File: src/rtl/tr_pkg.sv
// Shared definitions for the step pulse generator: FSM state encoding and
// default widths for the period and pulse counters.
package tr_pkg;

    localparam int WIDTH_DEF     = 16;
    localparam int CNT_WIDTH_DEF = 16;

    typedef enum logic [1:0] {
        ST_IDLE = 2'd0,
        ST_RUN  = 2'd1,
        ST_DONE = 2'd2
    } state_t;

endpackage

File: src/rtl/step_phase_cnt.sv
// Phase counter for one step period plus the registered step level.
// Periods below 2 are stretched to 2 so every pulse has a high and a low cycle.
module step_phase_cnt #(
    parameter int WIDTH = 16
) (
    input  logic             clk,
    input  logic             rst,
    input  logic             clear,
    input  logic             load,
    input  logic             advance,
    input  logic [WIDTH-1:0] period,
    output logic             at_end,
    output logic             step_out
);

    logic [WIDTH-1:0] phase;
    logic [WIDTH-1:0] period_q;
    logic [WIDTH-1:0] period_eff;
    logic [WIDTH-1:0] phase_nxt;

    assign period_eff = (period < WIDTH'(2)) ? WIDTH'(2) : period;
    assign phase_nxt  = phase + WIDTH'(1);
    assign at_end     = (phase == period_q - WIDTH'(1));

    // A freshly loaded period always starts high: phase 0 < period_eff/2 since period_eff >= 2.
    always_ff @(posedge clk) begin
        if (!rst) begin
            phase    <= '0;
            period_q <= WIDTH'(2);
            step_out <= 1'b0;
        end else if (clear) begin
            phase    <= '0;
            step_out <= 1'b0;
        end else if (load) begin
            phase    <= '0;
            period_q <= period_eff;
            step_out <= 1'b1;
        end else if (advance) begin
            phase    <= phase_nxt;
            step_out <= (phase_nxt < (period_q >> 1));
        end
    end

endmodule

File: src/rtl/step_pulse_gen.sv
// Step/direction pulse generator for a stepper driver: free-running or counted
// pulse trains, with period and direction updates applied only on period boundaries.
//
// state   | meaning
// --------+-----------------------------------------------------------
// ST_IDLE | driver disabled, waiting for a valid run request
// ST_RUN  | emitting step pulses, busy high
// ST_DONE | counted run finished, driver stays enabled until drv_en drops
module step_pulse_gen
    import tr_pkg::*;
#(
    parameter int WIDTH     = WIDTH_DEF,
    parameter int CNT_WIDTH = CNT_WIDTH_DEF
) (
    input  logic                 clk,
    input  logic                 rst,
    input  logic                 drv_en,
    input  logic                 dir,
    input  logic                 counter_en,
    input  logic [WIDTH-1:0]     period,
    input  logic [CNT_WIDTH-1:0] target,
    output logic                 step_out,
    output logic                 dir_out,
    output logic                 ena_out,
    output logic                 busy,
    output logic                 done,
    output logic [CNT_WIDTH-1:0] pulse_cnt
);

    state_t               state_q;
    state_t               state_d;
    logic                 cnt_mode_q;
    logic [CNT_WIDTH-1:0] target_q;
    logic [CNT_WIDTH-1:0] pulse_cnt_inc;
    logic                 start_ok;
    logic                 start;
    logic                 cnt_inc;
    logic                 relatch_dir;
    logic                 pc_clear;
    logic                 pc_load;
    logic                 pc_advance;
    logic                 at_end;

    assign pulse_cnt_inc = pulse_cnt + CNT_WIDTH'(1);
    assign start_ok      = drv_en && (period != '0) && (!counter_en || (target != '0));

    step_phase_cnt #(.WIDTH(WIDTH)) u_phase (
        .clk      (clk),
        .rst      (rst),
        .clear    (pc_clear),
        .load     (pc_load),
        .advance  (pc_advance),
        .period   (period),
        .at_end   (at_end),
        .step_out (step_out)
    );

    always_comb begin
        state_d     = state_q;
        start       = 1'b0;
        cnt_inc     = 1'b0;
        relatch_dir = 1'b0;
        pc_clear    = 1'b0;
        pc_load     = 1'b0;
        pc_advance  = 1'b0;
        case (state_q)
            ST_IDLE: begin
                if (start_ok) begin
                    state_d = ST_RUN;
                    start   = 1'b1;
                    pc_load = 1'b1;
                end else begin
                    pc_clear = 1'b1;
                end
            end
            ST_RUN: begin
                // Abort wins over a coincident boundary, so the count is not bumped.
                if (!drv_en) begin
                    state_d  = ST_IDLE;
                    pc_clear = 1'b1;
                end else if (at_end) begin
                    cnt_inc = 1'b1;
                    if (cnt_mode_q && (pulse_cnt_inc == target_q)) begin
                        state_d  = ST_DONE;
                        pc_clear = 1'b1;
                    end else if (period == '0) begin
                        state_d  = ST_IDLE;
                        pc_clear = 1'b1;
                    end else begin
                        pc_load     = 1'b1;
                        relatch_dir = 1'b1;
                    end
                end else begin
                    pc_advance = 1'b1;
                end
            end
            ST_DONE: begin
                pc_clear = 1'b1;
                if (!drv_en) begin
                    state_d = ST_IDLE;
                end
            end
            default: begin
                state_d  = ST_IDLE;
                pc_clear = 1'b1;
            end
        endcase
    end

    always_ff @(posedge clk) begin
        if (!rst) begin
            state_q    <= ST_IDLE;
            dir_out    <= 1'b0;
            ena_out    <= 1'b0;
            busy       <= 1'b0;
            done       <= 1'b0;
            pulse_cnt  <= '0;
            cnt_mode_q <= 1'b0;
            target_q   <= '0;
        end else begin
            state_q <= state_d;
            ena_out <= (state_d != ST_IDLE);
            busy    <= (state_d == ST_RUN);
            done    <= (state_d == ST_DONE);
            if (start) begin
                dir_out    <= dir;
                cnt_mode_q <= counter_en;
                target_q   <= target;
                pulse_cnt  <= '0;
            end else begin
                if (relatch_dir) begin
                    dir_out <= dir;
                end
                if (cnt_inc) begin
                    pulse_cnt <= pulse_cnt_inc;
                end
            end
        end
    end

endmodule

File: config.mk
export PLATFORM = sky130hd
export DESIGN_NAME = step_pulse_gen
export DESIGN_NICKNAME = d
export VERILOG_FILES = /design/src/rtl/tr_pkg.sv /design/src/rtl/step_phase_cnt.sv /design/src/rtl/step_pulse_gen.sv
export SDC_FILE = /design/constraint.sdc
export NUM_CORES = 1
export LEC_CHECK = 0
export ABC_CLOCK_PERIOD_IN_PS = 3450
export CELL_PAD_IN_SITES_DETAIL_PLACEMENT = 0
export CELL_PAD_IN_SITES_GLOBAL_PLACEMENT = 1
export CORE_ASPECT_RATIO = 1.25
export CORE_UTILIZATION = 40
export DETAILED_ROUTE_END_ITERATION = 8
export GPL_TIMING_DRIVEN = 0
export PLACE_DENSITY_LB_ADDON = 0.2
export SYNTH_ARGS = -nofsm -noshare
export SYNTH_HDL_FRONTEND = slang
export SYNTH_SLANG_ARGS = --single-unit
File: constraint.sdc
create_clock -name clk -period 3.45 [get_ports clk]
set_input_delay 0.69 -clock clk [delete_from_list [all_inputs] [get_ports clk]]
set_output_delay 0.69 -clock clk [all_outputs]
set_load 0.02 [all_outputs]
Word-level counts from Yosys, hierarchy flattened

Index checks and enable logic that the tools add are counted.

Order comparisons: 2
$add $sub $neg: 3
Multiplexer cells: 32
Equal/unequal tests: 6
Reductions and logical operators: 16
Bitwise gates (word level): 2

Operators with widths:

| cell                  | number |
|---|---|
| $add 16x1->16 const B | 2 |
| $eq 16x16->1          | 2 |
| $reduce_bool 16->1    | 2 |
| $mux 1                | 22 |
| $logic_not 16->1      | 1 |
| $lt 16x15->1          | 1 |
| $lt 16x2->1 const B   | 1 |
| $mux 16               | 1 |
| $sub 16x1->16 const B | 1 |
| $mux 2                | 6 |
| $pmux 2 s3            | 1 |
| $reduce_bool 2->1     | 3 |
| $eq 2x1->1 const B    | 2 |
| $eq 2x2->1 const B    | 2 |
| $pmux 1 s2            | 2 |
| $reduce_or 2->1       | 2 |
| $logic_and 1x1->1     | 3 |
| $reduce_or 3->1       | 1 |
| $logic_not 2->1       | 1 |
| $not 1->1             | 2 |
| $reduce_and 2->1      | 1 |
| $logic_not 1->1       | 1 |
| $logic_or 1x1->1      | 1 |

Register bits: 72
Word-level logic and storage cells: 72

Longest topological paths before layout

Gate-level depths: netlist of run 1.

Depth in word-level cells: 9
Gate-level depth with buffers: 13
Depth with buffers taken out: 12

Modules after synthesis

From an unflattened synthesis of run 1, not the netlist that was laid out.

Cell total of the unflattened synthesis: 566
Area, all modules: 4752.1 µm²

Modules (own cells, without submodules):

| module         | instances | cells an instance | seq. area each (µm²) | area each (µm²) |
|---|---|---|---|---|
| step_phase_cnt | 1         | 314               | 660.6                | 2452.4 |
| step_pulse_gen | 1         | 252               | 780.7                | 2299.7 |

Worst setup path before layout of run 1

No wires, ideal clock.

Kind: register -> register
Start point: register u_phase.period_q[0]
End point: register ena_out
Path slack: 0.403 ns
Data arrival time: 2.970 ns
Period minus slack after synthesis: 3.047 ns
Stages on the path, launching flop included: 12
Path buffers: 1
Cell sequence: dfxtp_1 clkbuf_1 inv_1 ha_1 or4b_4 or3_1 o21ai_2 o21ai_1 or4_1 a211o_1 o31a_1 o22ai_2

Word-level cells in the longest chain between the ends: 6

RTL lines:

| item                   | line                  | source |
|---|---|---|
| from (decl)            | step_phase_cnt.sv:17  | `logic [WIDTH-1:0] period_q;` |
| from (signal assigned) | step_phase_cnt.sv:36  | `period_q <= period_eff;` |
| $sub 16x1->16          | step_phase_cnt.sv:23  | `assign at_end = (phase == period_q - WIDTH'(1));` |
| $eq 16x16->1           | step_phase_cnt.sv:23  |  |
| $mux 2                 | step_pulse_gen.sv:81  | `end else if (at_end) begin` |
| $mux 2                 | step_pulse_gen.sv:78  | `if (!drv_en) begin` |
| $pmux 2 s3             | step_pulse_gen.sv:66  | `case (state_q)` |
| $reduce_bool 2->1      | step_pulse_gen.sv:122 | `ena_out <= (state_d != ST_IDLE);` |
| to (signal assigned)   | step_pulse_gen.sv:122 |  |
| to (decl)              | step_pulse_gen.sv:24  | `output logic ena_out,` |

Every way passes these cells.
A chain may end at the register's enable or synchronous reset.

Worst setup path in the final report of run 1

Start point: register u_phase.period_q[0]
End point: register pulse_cnt[11]

Word-level cells in the longest chain between the ends: 5

RTL lines:

| item                 | line                  | source |
|---|---|---|
| $sub 16x1->16        | step_phase_cnt.sv:23  |  |
| $eq 16x16->1         | step_phase_cnt.sv:23  |  |
| $mux 1               | step_pulse_gen.sv:81  |  |
| $mux 1               | step_pulse_gen.sv:78  |  |
| $mux 1               | step_pulse_gen.sv:66  |  |
| to (signal assigned) | step_pulse_gen.sv:135 | `pulse_cnt <= pulse_cnt_inc;` |
| to (decl)            | step_pulse_gen.sv:27  | `output logic [CNT_WIDTH-1:0] pulse_cnt` |

Every way passes these cells.

==> parameters.txt, run 1 <==
Parameter                              Value

Clocking
  TritonCTS buffer count    9
  Clock tree from TritonCTS    built
  Maximum buffer depth of the clock tree    2
  Clock insertion delay at the later pin of the skew report    340 ps
  Root cell of the clock tree    clkbuf_16
  Depth of the CTS H-tree    3
  Total number of clock tree sinks    just over 70
  Clock transition at path regs    60 ps

STA
  Period minus WS final    3264 ps
  Final worst clock skew    roughly 5.3 ps
  Pins Over Slew Limit    0
  Max Fclk    0.3064 GHz
  Unrepaired setup endpoints after global routing    no
  Final setup slack of the worst path    ~190 ps
  Transition time at the pin with the least slew margin    603.4 ps
  Final worst hold slack    roughly 460 ps
  Tcrit/Tclk final    0.9460
  Total setup violations reported at the end of the flow    0
  Hold Vio Cnt, Final    0
  Relative slew slack    0.5963

Pwr
  Internal power summed over all cells    1600 uW
  Proportion of power drawn by flip-flops and latches    0.413
  Net switching power figure    577.0 uW
  Power per unit of standard cell area    380.1 nW/um2
  Worst ir drop on vdd    0.1996 mV
  Static leakage power    approximately 0.0022 uW
  Share of total power consumed by net switching    0.2650
  Clock network power share    0.432
  Comb pwr share    0.155

Status
  Failing checks    design-rule violations
  Run status    complete, but fails checks

Synth
  Share of Yosys cell area claimed by the top area cell type    0.3116
  Syn. warnings    0
  Netlist Area Pre-Place    4626 um2
  Count of unique library cells instantiated by Yosys    between 60 and 70
  Post-synth EDFFs    0
  Register bit total from synthesis    between 70 and 80
  Cell type with the largest total area after synthesis    dfxtp_1
  Avg Inst Size Synth    8.290 um2
  Prevailing post-synth register cell    dfxtp_1
  Top cells by count, synth    72 x dfxtp_1, 59 x nand2_1, 41 x nor2_1, 37 x mux2i_1, 34 x xnor2_1
  Top post-synthesis cells by area    dfxtp_1 31%, mux2i_1 8.0%, xnor2_1 6.4%, nand2_1 4.8%, ha_1 4.6%
  Sequential-to-total area share from yosys stat    0.3116
  Synth Instances    about 560
  Cell with the most instances after synthesis    dfxtp_1
  Net count after synthesis    612
  Share of synthesized flip-flops with an asynchronous set or reset    0

Critical path
  Type of element launching the critical path    register
  Delay of the slowest cell on the worst path    520 ps
  Worst path arrival time    3500 ps
  End of the worst register-to-register path    pulse_cnt[11]
  Source of the critical timing path    u_phase.period_q[0]
  Slowest cell on crit path    or4b_4
  R2r setup slk    ~190 ps
  Worst-path maximum fanout    10
  Critical path type    register to register
  Worst reg2reg startpoint    u_phase.period_q[0]
  R2R depth    11
  Ordered list of cells on the worst path    inv_1 -> ha_4 -> or4b_4 -> or3_1 -> o21ai_2 -> o211ai_1 -> a2111oi_4 -> nand2_2 -> buf_2 -> nor4_2 -> mux2i_1
  Worst Path Required    roughly 3700 ps
  Worst setup EP type    register
  Crit path to    pulse_cnt[11]

Placement
  Setup WS pre-CTS    -493.9 ps
  Number of cells in the design after placement    749
  Final weighted congestion in routability-driven placement    0.9271
  Post-DP HPWL    9892 um
  I/O Buffers    56

Layout
  Final cell count without fillers    roughly 770
  Core utilization of the finished layout    0.5119
  Layout-stage area growth over the synthesis result    23.83%
  Final net count    681
  Share of layout cells above drive strength 1    0.08558
  Diodes inserted    0

Global routing
  GRT Resource Usage Total    0.2242
  Grt ovf    0
  Pin count of the biggest net entering global routing    13
  First-pass GRT wire length    around 21000 um
  Initial antenna violation count    0
  Via count of the first global-routing pass    4188

Detailed routing
  Vias per Instance    5.667
  Via count of the routed design    4341
  DRC viols    1
  Iteration count of the initial detailed-routing pass    9
  Number of antenna-violating nets in the routed design    0
  Wire length per cell    16.62 um
  Initial DRC count    between 150 and 200
  Total detailed-routing wirelength    ~13000 um

Floorplanning
  Floorplan row count    43
  Placeable core region    11190 um2
  Floorplan die height    122.2 um
  Die Footprint    around 12000 um2
  Top Ports    58
  Starting density of the core    0.4133
  Floorplan die width    98.19 um

Hold path
  Worst min-delay path class    register to register

Flow run
  Max_cap viols    0
-- registers in the layout, indices dropped and copies added (netlist names) --
| name | count |
|---|---|
| state_q | 2 |
| busy | 1 |
| done | 1 |
| dir_out | 1 |
| target_q | 16 |
| ena_out | 1 |
| u_phase.phase | 16 |
| pulse_cnt | 16 |
| cnt_mode_q | 1 |
| u_phase.step_out | 1 |
| u_phase.period_q | 16 |
-- layer usage --
metal | track usage | part of all wire | up-vias
met5 | 0 | 0 | -
met4 | 0.1007 | 0.031 | 0
met3 | 0.03531 | 0.039 | 28
met2 | 0.4269 | 0.53 | 117
met1 | 0.2440 | 0.40 | 2053
li1 | - | - | 2143
-- power groups by stage --
stage          Combinational [uW]  Sequential, uW  Clock (uW)
6_report                      338             899         940
3_3_place_gp                  328             911           0
5_1_grt                       372             903        1000
2_1_floorplan                 220             906           0
4_1_cts                       338             894         964
3_5_place_dp                  334             912           0
-- how the worst min path moves through the flow --
stage,from,endpoint,slack [ps],cells past startpoint
2_1_floorplan,u_phase.period_q[13],u_phase.period_q[13],450,2
3_3_place_gp,dir_out,dir_out,450,2
3_5_place_dp,dir_out,dir_out,460,2
4_1_cts,dir_out,dir_out,470,2
5_1_grt,dir_out,dir_out,510,2
6_report,dir_out,dir_out,460,2
-- area by class of cell --
type	instances	area (um2)
fill	1089	5463
multi-input combinational	428	2987
sequential	72	1444
timing repair buffer	60	590.6
clock buffer	10	239.0
tap	135	168.9
buffer	31	147.6
inverter	25	93.84
clock inverter	5	57.56
-- placed cells by master (no fill, tap or decap), drive strengths merged, types with 4 or more instances in the layout --
cell           synthesis  routed
dfxtp                 72      72
nand2                 59      59
clkdlybuf4s50          0      56
nor2                  41      41
mux2i                 37      37
xnor2                 34      34
clkbuf                24      31
inv                   25      25
nand3                 20      20
xor2                  19      19
o21ai                 19      19
a21oi                 18      18
ha                    17      17
nor2b                 16      16
nand4                 15      15
or3                   15      15
buf                    9      14
nor4                  13      13
nor3                  12      12
nand2b                 8       8
and4                   7       7
o211ai                 6       6
o41ai                  6       6
and3                   5       5
or4                    5       5
o311ai                 5       5
nor3b                  4       4
a31oi                  4       4
a211oi                 4       4
clkinv                 0       4
-- cell families after synthesis --
kind of cell | synth area share
AO/OA/AOI/OAI | 0.1436
AND/OR/NAND/NOR | 0.2656
adder cells (fa/ha/maj) | 0.04598
buffers and inverters | 0.05275
multiplexers | 0.08007
XOR/XNOR | 0.1004
flip-flops | 0.3116
-- critical path: cells and delay by family (launching register included) --
family	cells	cell delay [ps]
AND/OR/NAND/NOR	4	1280
AO/OA/AOI/OAI	3	660
flip-flops	1	380
buffers and inverters	2	330
multiplexers	1	310
adder cells (fa/ha/maj)	1	190
-- timing repair --
item | in CTS | in global routing
buffers inserted | 0 | 4
hold buffers | 0 | 0
pin swaps | 0 | 3
setup endpoints to repair | 36 | 35
resized for setup | 9 | 7
-- metrics by stage --
stage / total power [uW] / setup TNS [ps] / cell area [um2]
finish: 2177 / 0 / 5728
global route: 2275 / 0 / 5728
CTS: 2196 / 0 / 5687
detailed placement: 1246 / -7936 / 5355
global placement: 1240 / -10220 / 5355
floorplan: 1126 / 0 / 4626
(Power assumes the default switching activity.)
==> inputs of run 2 (changes only) <==
Settings changed: GPL_TIMING_DRIVEN 0 to default, SYNTH_HIERARCHICAL from default to 1.
==> parameters.txt, run 2 <==
Parameter                              Value

Critical path
  Worst setup EP type    register
  Cell family contributing the most delay on the critical path    simple AND/OR/NAND/NOR gates
  Ordered list of cells on the worst path    nor3_4 -> and3_1 -> nor2_1 -> o21ai_1 -> o311ai_1 -> a2111oi_2 -> and2_1 -> nand2b_1 -> o21ai_0 -> nor2b_1 -> buf_4 -> nand2_1 -> o22ai_1 -> nand2_1
  Delay of the slowest cell on the worst path    about 410 ps
  Slowest cell on crit path    dfxtp_1
  Worst path arrival time    about 3400 ps
  Critical path type    register to register
  Library cell appearing most often on the critical path    nand2_1
  Sum of buffers and inverters on the critical path    1
  Type of element launching the critical path    register
  Worst Path Required    3660 ps
  Worst-path maximum fanout    17

Synth
  Cell type with the largest total area after synthesis    dfxtp_1
  Synth Instances    566
  Share of synthesized flip-flops with an asynchronous set or reset    0
  Top post-synthesis cells by area    dfxtp_1 30%, xnor2_1 7.9%, xor2_1 7.4%, nand2_1 4.9%, ha_1 4.5%
  Avg Inst Size Synth    between 8 and 9 um2
  Top cells by count, synth    72 x dfxtp_1, 62 x nand2_1, 52 x nor2_1, 43 x xnor2_1, 40 x xor2_1
  Share of Yosys cell area claimed by the top area cell type    0.3033
  Netlist Area Pre-Place    4752 um2
  Register bit total from synthesis    72
  Post-synth EDFFs    0
  Sequential-to-total area share from yosys stat    0.3033
  Net count after synthesis    620
  Prevailing post-synth register cell    dfxtp_1
  Syn. warnings    6
  Count of unique library cells instantiated by Yosys    70
  Cell with the most instances after synthesis    dfxtp_1

STA
  Total setup violations reported at the end of the flow    0
  Relative slew slack    0.5607
  Aggregate negative setup slack    0 ps
  Hold Vio Cnt, Final    0
  Unrepaired setup endpoints after global routing    no
  Pins Over Slew Limit    0
  Tcrit/Tclk final    0.9277
  Period minus WS final    3201 ps
  Final setup slack of the worst path    249.3 ps
  Transition time at the pin with the least slew margin    between 600 and 700 ps
  Final worst clock skew    5.364 ps
  Max Fclk    0.3124 GHz

Pwr
  Clock network power share    0.457
  Post-layout total power    2201 uW
  Comb pwr share    0.139
  Internal power summed over all cells    around 1700 uW
  Power per unit of standard cell area    between 300 and 400 nW/um2
  Net switching power figure    approximately 530 uW
  Proportion of power drawn by flip-flops and latches    0.404
  Share of total power consumed by net switching    0.2427
  Worst ir drop on vdd    0.2643 mV
  Static leakage power    0.002191 uW

Clocking
  Setup fix buffers added after clock tree synthesis    0
  Clock transition at path regs    50 ps
  Root cell of the clock tree    clkbuf_16
  Clock tree from TritonCTS    built
  Maximum buffer depth of the clock tree    2
  TritonCTS buffer count    9
  Total number of clock tree sinks    around 70
  Number of hold buffers added after CTS    0
  Resized Gates After CTS    0
  Depth of the CTS H-tree    3
  Clock insertion delay at the later pin of the skew report    between 300 and 400 ps

Detailed routing
  Iteration count of the initial detailed-routing pass    4
  Initial DRC count    121
  Total detailed-routing wirelength    12500 um
  Wire length per cell    15.71 um
  DRC viols    0
  Number of antenna-violating nets in the routed design    0
  Vias per Instance    5.242
  Via count of the routed design    4173

Floorplanning
  Placeable core region    roughly 12000 um2
  Floorplan die height    approximately 120 um
  Floorplan row count    44
  Top Ports    58
  Starting density of the core    0.4091
  Floorplan die width    99.49 um
  Die Footprint    12320 um2

Placement
  I/O Buffers    between 50 and 60
  Post-DP HPWL    9554 um
  Setup WS pre-CTS    82.23 ps
  Final weighted congestion in routability-driven placement    a little over 0.8

Global routing
  Grt ovf    0
  First-pass GRT wire length    just over 20000 um
  Initial antenna violation count    0
  Pin count of the biggest net entering global routing    24
  Via count of the first global-routing pass    a little over 4000
  GRT Resource Usage Total    0.2149

Layout
  Share of layout cells above drive strength 1    0.1071
  Final net count    684
  Leading cell type in the layout, fill and taps excluded    dfxtp_1
  Diodes inserted    0
  Layout-stage area growth over the synthesis result    24.80%
  Most frequent cells in the layout    72 x dfxtp_1, 62 x nand2_1, 57 x clkdlybuf4s50_1

Status
  Run status    complete, no violations

Hold path
  Worst min-delay path class    register to register

Flow run
  Max_cap viols    0
-- run 2: kinds of logic (layout without fill, tap and decap cells) --
family                     after synthesis  count (layout)  share of synthesized area
buffers and inverters                   59             128                    0.05871
xor gates and xnor gates                83              83                     0.1530
AOI/OAI and AO/OA                       71              71                     0.1272
muxes                                   22              22                    0.04660
and+or+nand+nor                        242             242                     0.2665
adders and majority gates               17              17                    0.04476
DFF                                     72              72                     0.3033
-- run 2: area by class of cell --
| cell class | instances | area (um2) |
|---|---|---|
| Fill cell | 1136 | 5685 |
| Multi-Input combinational cell | 435 | 3043 |
| Sequential cell | 72 | 1441 |
| Timing Repair Buffer | 89 | 835.8 |
| Clock buffer | 11 | 242.7 |
| Tap cell | 161 | 201.4 |
| Inverter | 23 | 86.33 |
| Clock inverter | 5 | 80.08 |
-- run 2: metrics by stage --
step                      hold WS (ps)  area, um2  instances  utilization
after floorplan                  469.1       4752        566            -
after global placement           503.2       5608        780       0.4828
after detailed placement         503.8       5608        780       0.4828
after CTS                        512.1       5931        796       0.5106
after global routing             554.9       5931        796       0.5106
final                            508.9       5931        796       0.5106
-- run 2: routing by layer --
metal  vias to the layer above  part of all wire  track usage  wire [um]
met3                        20             0.024      0.03423        302
met5                         -                 0            0          0
met1                      1987              0.41       0.2313       5134
met2                        73              0.54       0.4136       6744
met4                         0             0.026      0.09283        321
li1                       2093                 -            -          -
-- run 2: power groups by stage --
stage | sequential, uW | combinational (uW) | clock (uW)
after floorplan | 901 | 181 | 0
after global routing | 892 | 333 | 1080
after global placement | 907 | 301 | 0
after detailed placement | 908 | 304 | 0
after CTS | 889 | 306 | 1040
final | 890 | 305 | 1010
-- run 2: path summary, 6_finish.rpt --
check | endpoint | cells past startpoint | startpoint | slack [ps]
min | u_phase/period_q[15] | 2 | u_phase/period_q[15] | 510
max reg2reg | u_phase/period_q[1] | 14 | u_phase/period_q[3] | 250
max | u_phase/period_q[1] | 14 | u_phase/period_q[3] | 250
min reg2reg | u_phase/period_q[15] | 2 | u_phase/period_q[15] | 510
-- run 2: tightest hold or removal path: cells and delay by family (launching register included) --
kind | cells | cell delay [ps]
and+or+nand+nor | 1 | 60
DFF | 1 | 340
AOI/OAI and AO/OA | 1 | 60
==> inputs of run 3 (changes only) <==
Settings changed: ABC_CLOCK_PERIOD_IN_PS 3450 to 2700, CORE_UTILIZATION 40 to 38.
Clock period 3.45 ns to 2.7 ns, I/O delays scaled along.
==> parameters.txt, run 3 (synthesis results as in run 2) <==
Parameter                              Value

Floorplanning
  Placeable core region    12160 um2
  Top Ports    58
  Starting density of the core    0.3907
  Floorplan die height    127.0 um
  Die Footprint    12960 um2
  Floorplan die width    102.0 um
  Floorplan row count    45

STA
  Final setup slack of the worst path    -258.6 ps
  Relative slew slack    0.7079
  Transition time at the pin with the least slew margin    436.6 ps
  Total setup violations reported at the end of the flow    45
  Period minus WS final    between 2000 and 3000 ps
  Unrepaired setup endpoints after global routing    yes
  Final worst hold slack    494.8 ps
  Hold Vio Cnt, Final    0
  Max Fclk    0.3380 GHz
  Aggregate negative setup slack    -6865 ps
  Final worst clock skew    approximately 6.3 ps
  Pins Over Slew Limit    0
  Tcrit/Tclk final    1.096

Critical path
  Critical path type    register to register
  R2R depth    14
  R2r setup slk    -260 ps
  Worst Path Required    2910 ps
  Worst setup EP type    register
  Worst reg2reg startpoint    u_phase/period_q[10]
  Worst path arrival time    3170 ps
  End of the worst register-to-register path    u_phase/period_q[1]
  Type of element launching the critical path    register
  Worst-path maximum fanout    17

Hold path
  Endpoint of the worst hold path    u_phase/period_q[3]
  Worst Hold Path Cells    2
  Worst min-delay path class    register to register
  Start point of the worst min-delay path    u_phase/period_q[3]

Detailed routing
  Initial DRC count    101
  DRC viols    0
  Iteration count of the initial detailed-routing pass    4
  Number of antenna-violating nets in the routed design    0
  Vias per Instance    5.112
  Via count of the routed design    4596
  Total detailed-routing wirelength    13810 um
  Wire length per cell    15.36 um

Placement
  Number of cells in the design after placement    873
  I/O Buffers    57
  Final weighted congestion in routability-driven placement    0.8714
  Setup WS pre-CTS    -425.8 ps
  Post-DP HPWL    ~11000 um

Status
  Run status    complete, but fails checks
  Failing checks    negative setup slack

Clocking
  Root cell of the clock tree    clkbuf_16
  Number of hold buffers added after CTS    0
  Clock transition at path regs    roughly 60 ps
  TritonCTS buffer count    9
  Clock insertion delay at the later pin of the skew report    330 ps
  Clock tree from TritonCTS    built
  Total number of clock tree sinks    72
  Depth of the CTS H-tree    3
  Maximum buffer depth of the clock tree    2

Layout
  Final cell count without fillers    899
  Final net count    slightly below 800
  Most frequent cells in the layout    119 x buf_4, 62 x dfxtp_1, 57 x clkdlybuf4s50_1
  Diodes inserted    0
  Layout-stage area growth over the synthesis result    49.71%
  Share of layout cells above drive strength 1    0.3156
  Leading cell type in the layout, fill and taps excluded    buf_4
  Core utilization of the finished layout    0.5850

Global routing
  First-pass GRT wire length    between 20000 and 25000 um
  Grt ovf    0
  Via count of the first global-routing pass    4779
  GRT Resource Usage Total    0.2263
  Pin count of the biggest net entering global routing    27
  Initial antenna violation count    0

Pwr
  Power per unit of standard cell area    about 430 nW/um2
  Static leakage power    0.002817 uW
  Worst ir drop on vdd    0.2518 mV

Flow run
  Max_cap viols    0
-- run 3: worst max-delay path by stage --
stage	start	to	slack, ps	depth (start not counted)
floorplan	u_phase/period_q[0]	u_phase/period_q[10]	-100	16
global placement	target[5]	u_phase/phase[6]	-380	10
detailed placement	target[5]	u_phase/phase[3]	-430	10
CTS	u_phase/period_q[10]	u_phase/period_q[1]	-330	14
global route	u_phase/period_q[10]	u_phase/period_q[1]	-410	16
finish	u_phase/period_q[10]	u_phase/period_q[1]	-260	14
-- run 3: metal layers --
metal	routed length [um]	vias up	share of wire	track usage
met5	0	-	0	0
met4	437	0	0.032	0.1050
met3	333	22	0.024	0.03392
met2	7637	68	0.55	0.4370
met1	5399	2208	0.39	0.2325
li1	-	2298	-	-
-- run 3: layout make-up --
class / count / area, um2
fill: 1126 / 5047
multi-input combinational: 436 / 3369
timing repair buffer: 188 / 1633
sequential: 72 / 1471
clock buffer: 11 / 242.7
tap: 164 / 205.2
clock inverter: 5 / 103.9
inverter: 23 / 88.84
-- run 3: power by group --
group,leakage [uW],switching [uW],internal (uW)
Combinational,0.00206,239,292
Clock,0.000170,462,928
Sequential,0.000591,34.3,1090
-- run 3: what timing repair did --
item | 4_1_cts | 5_1_grt
gates cloned | 2 | 0
gates resized for setup | 48 | 23
pin swaps | 46 | 7
setup buffers | 7 | 2
setup endpoints to repair | 48 | 55
-- run 3: stage by stage --
stage | instance area [um2] | power (uW)
finish | 7114 | 3047
global route | 7114 | 3171
CTS | 7002 | 3054
detailed placement | 6389 | 1618
global placement | 6389 | 1606
floorplan | 4898 | 1397
-- run 3: worst max-delay path, cell delays in order (launching register included) --
cell and delay [ps]:
dfxtp_2 330, or4_4 530, nor2_2 120, xnor2_1 130, and4_1 250, o2111ai_4 150
a2111oi_4 320, and2_4 230, nand2b_4 60, o21ai_4 130, nor2b_4 190, buf_12 150
nand2_1 50, o22ai_1 120, nand2_1 70
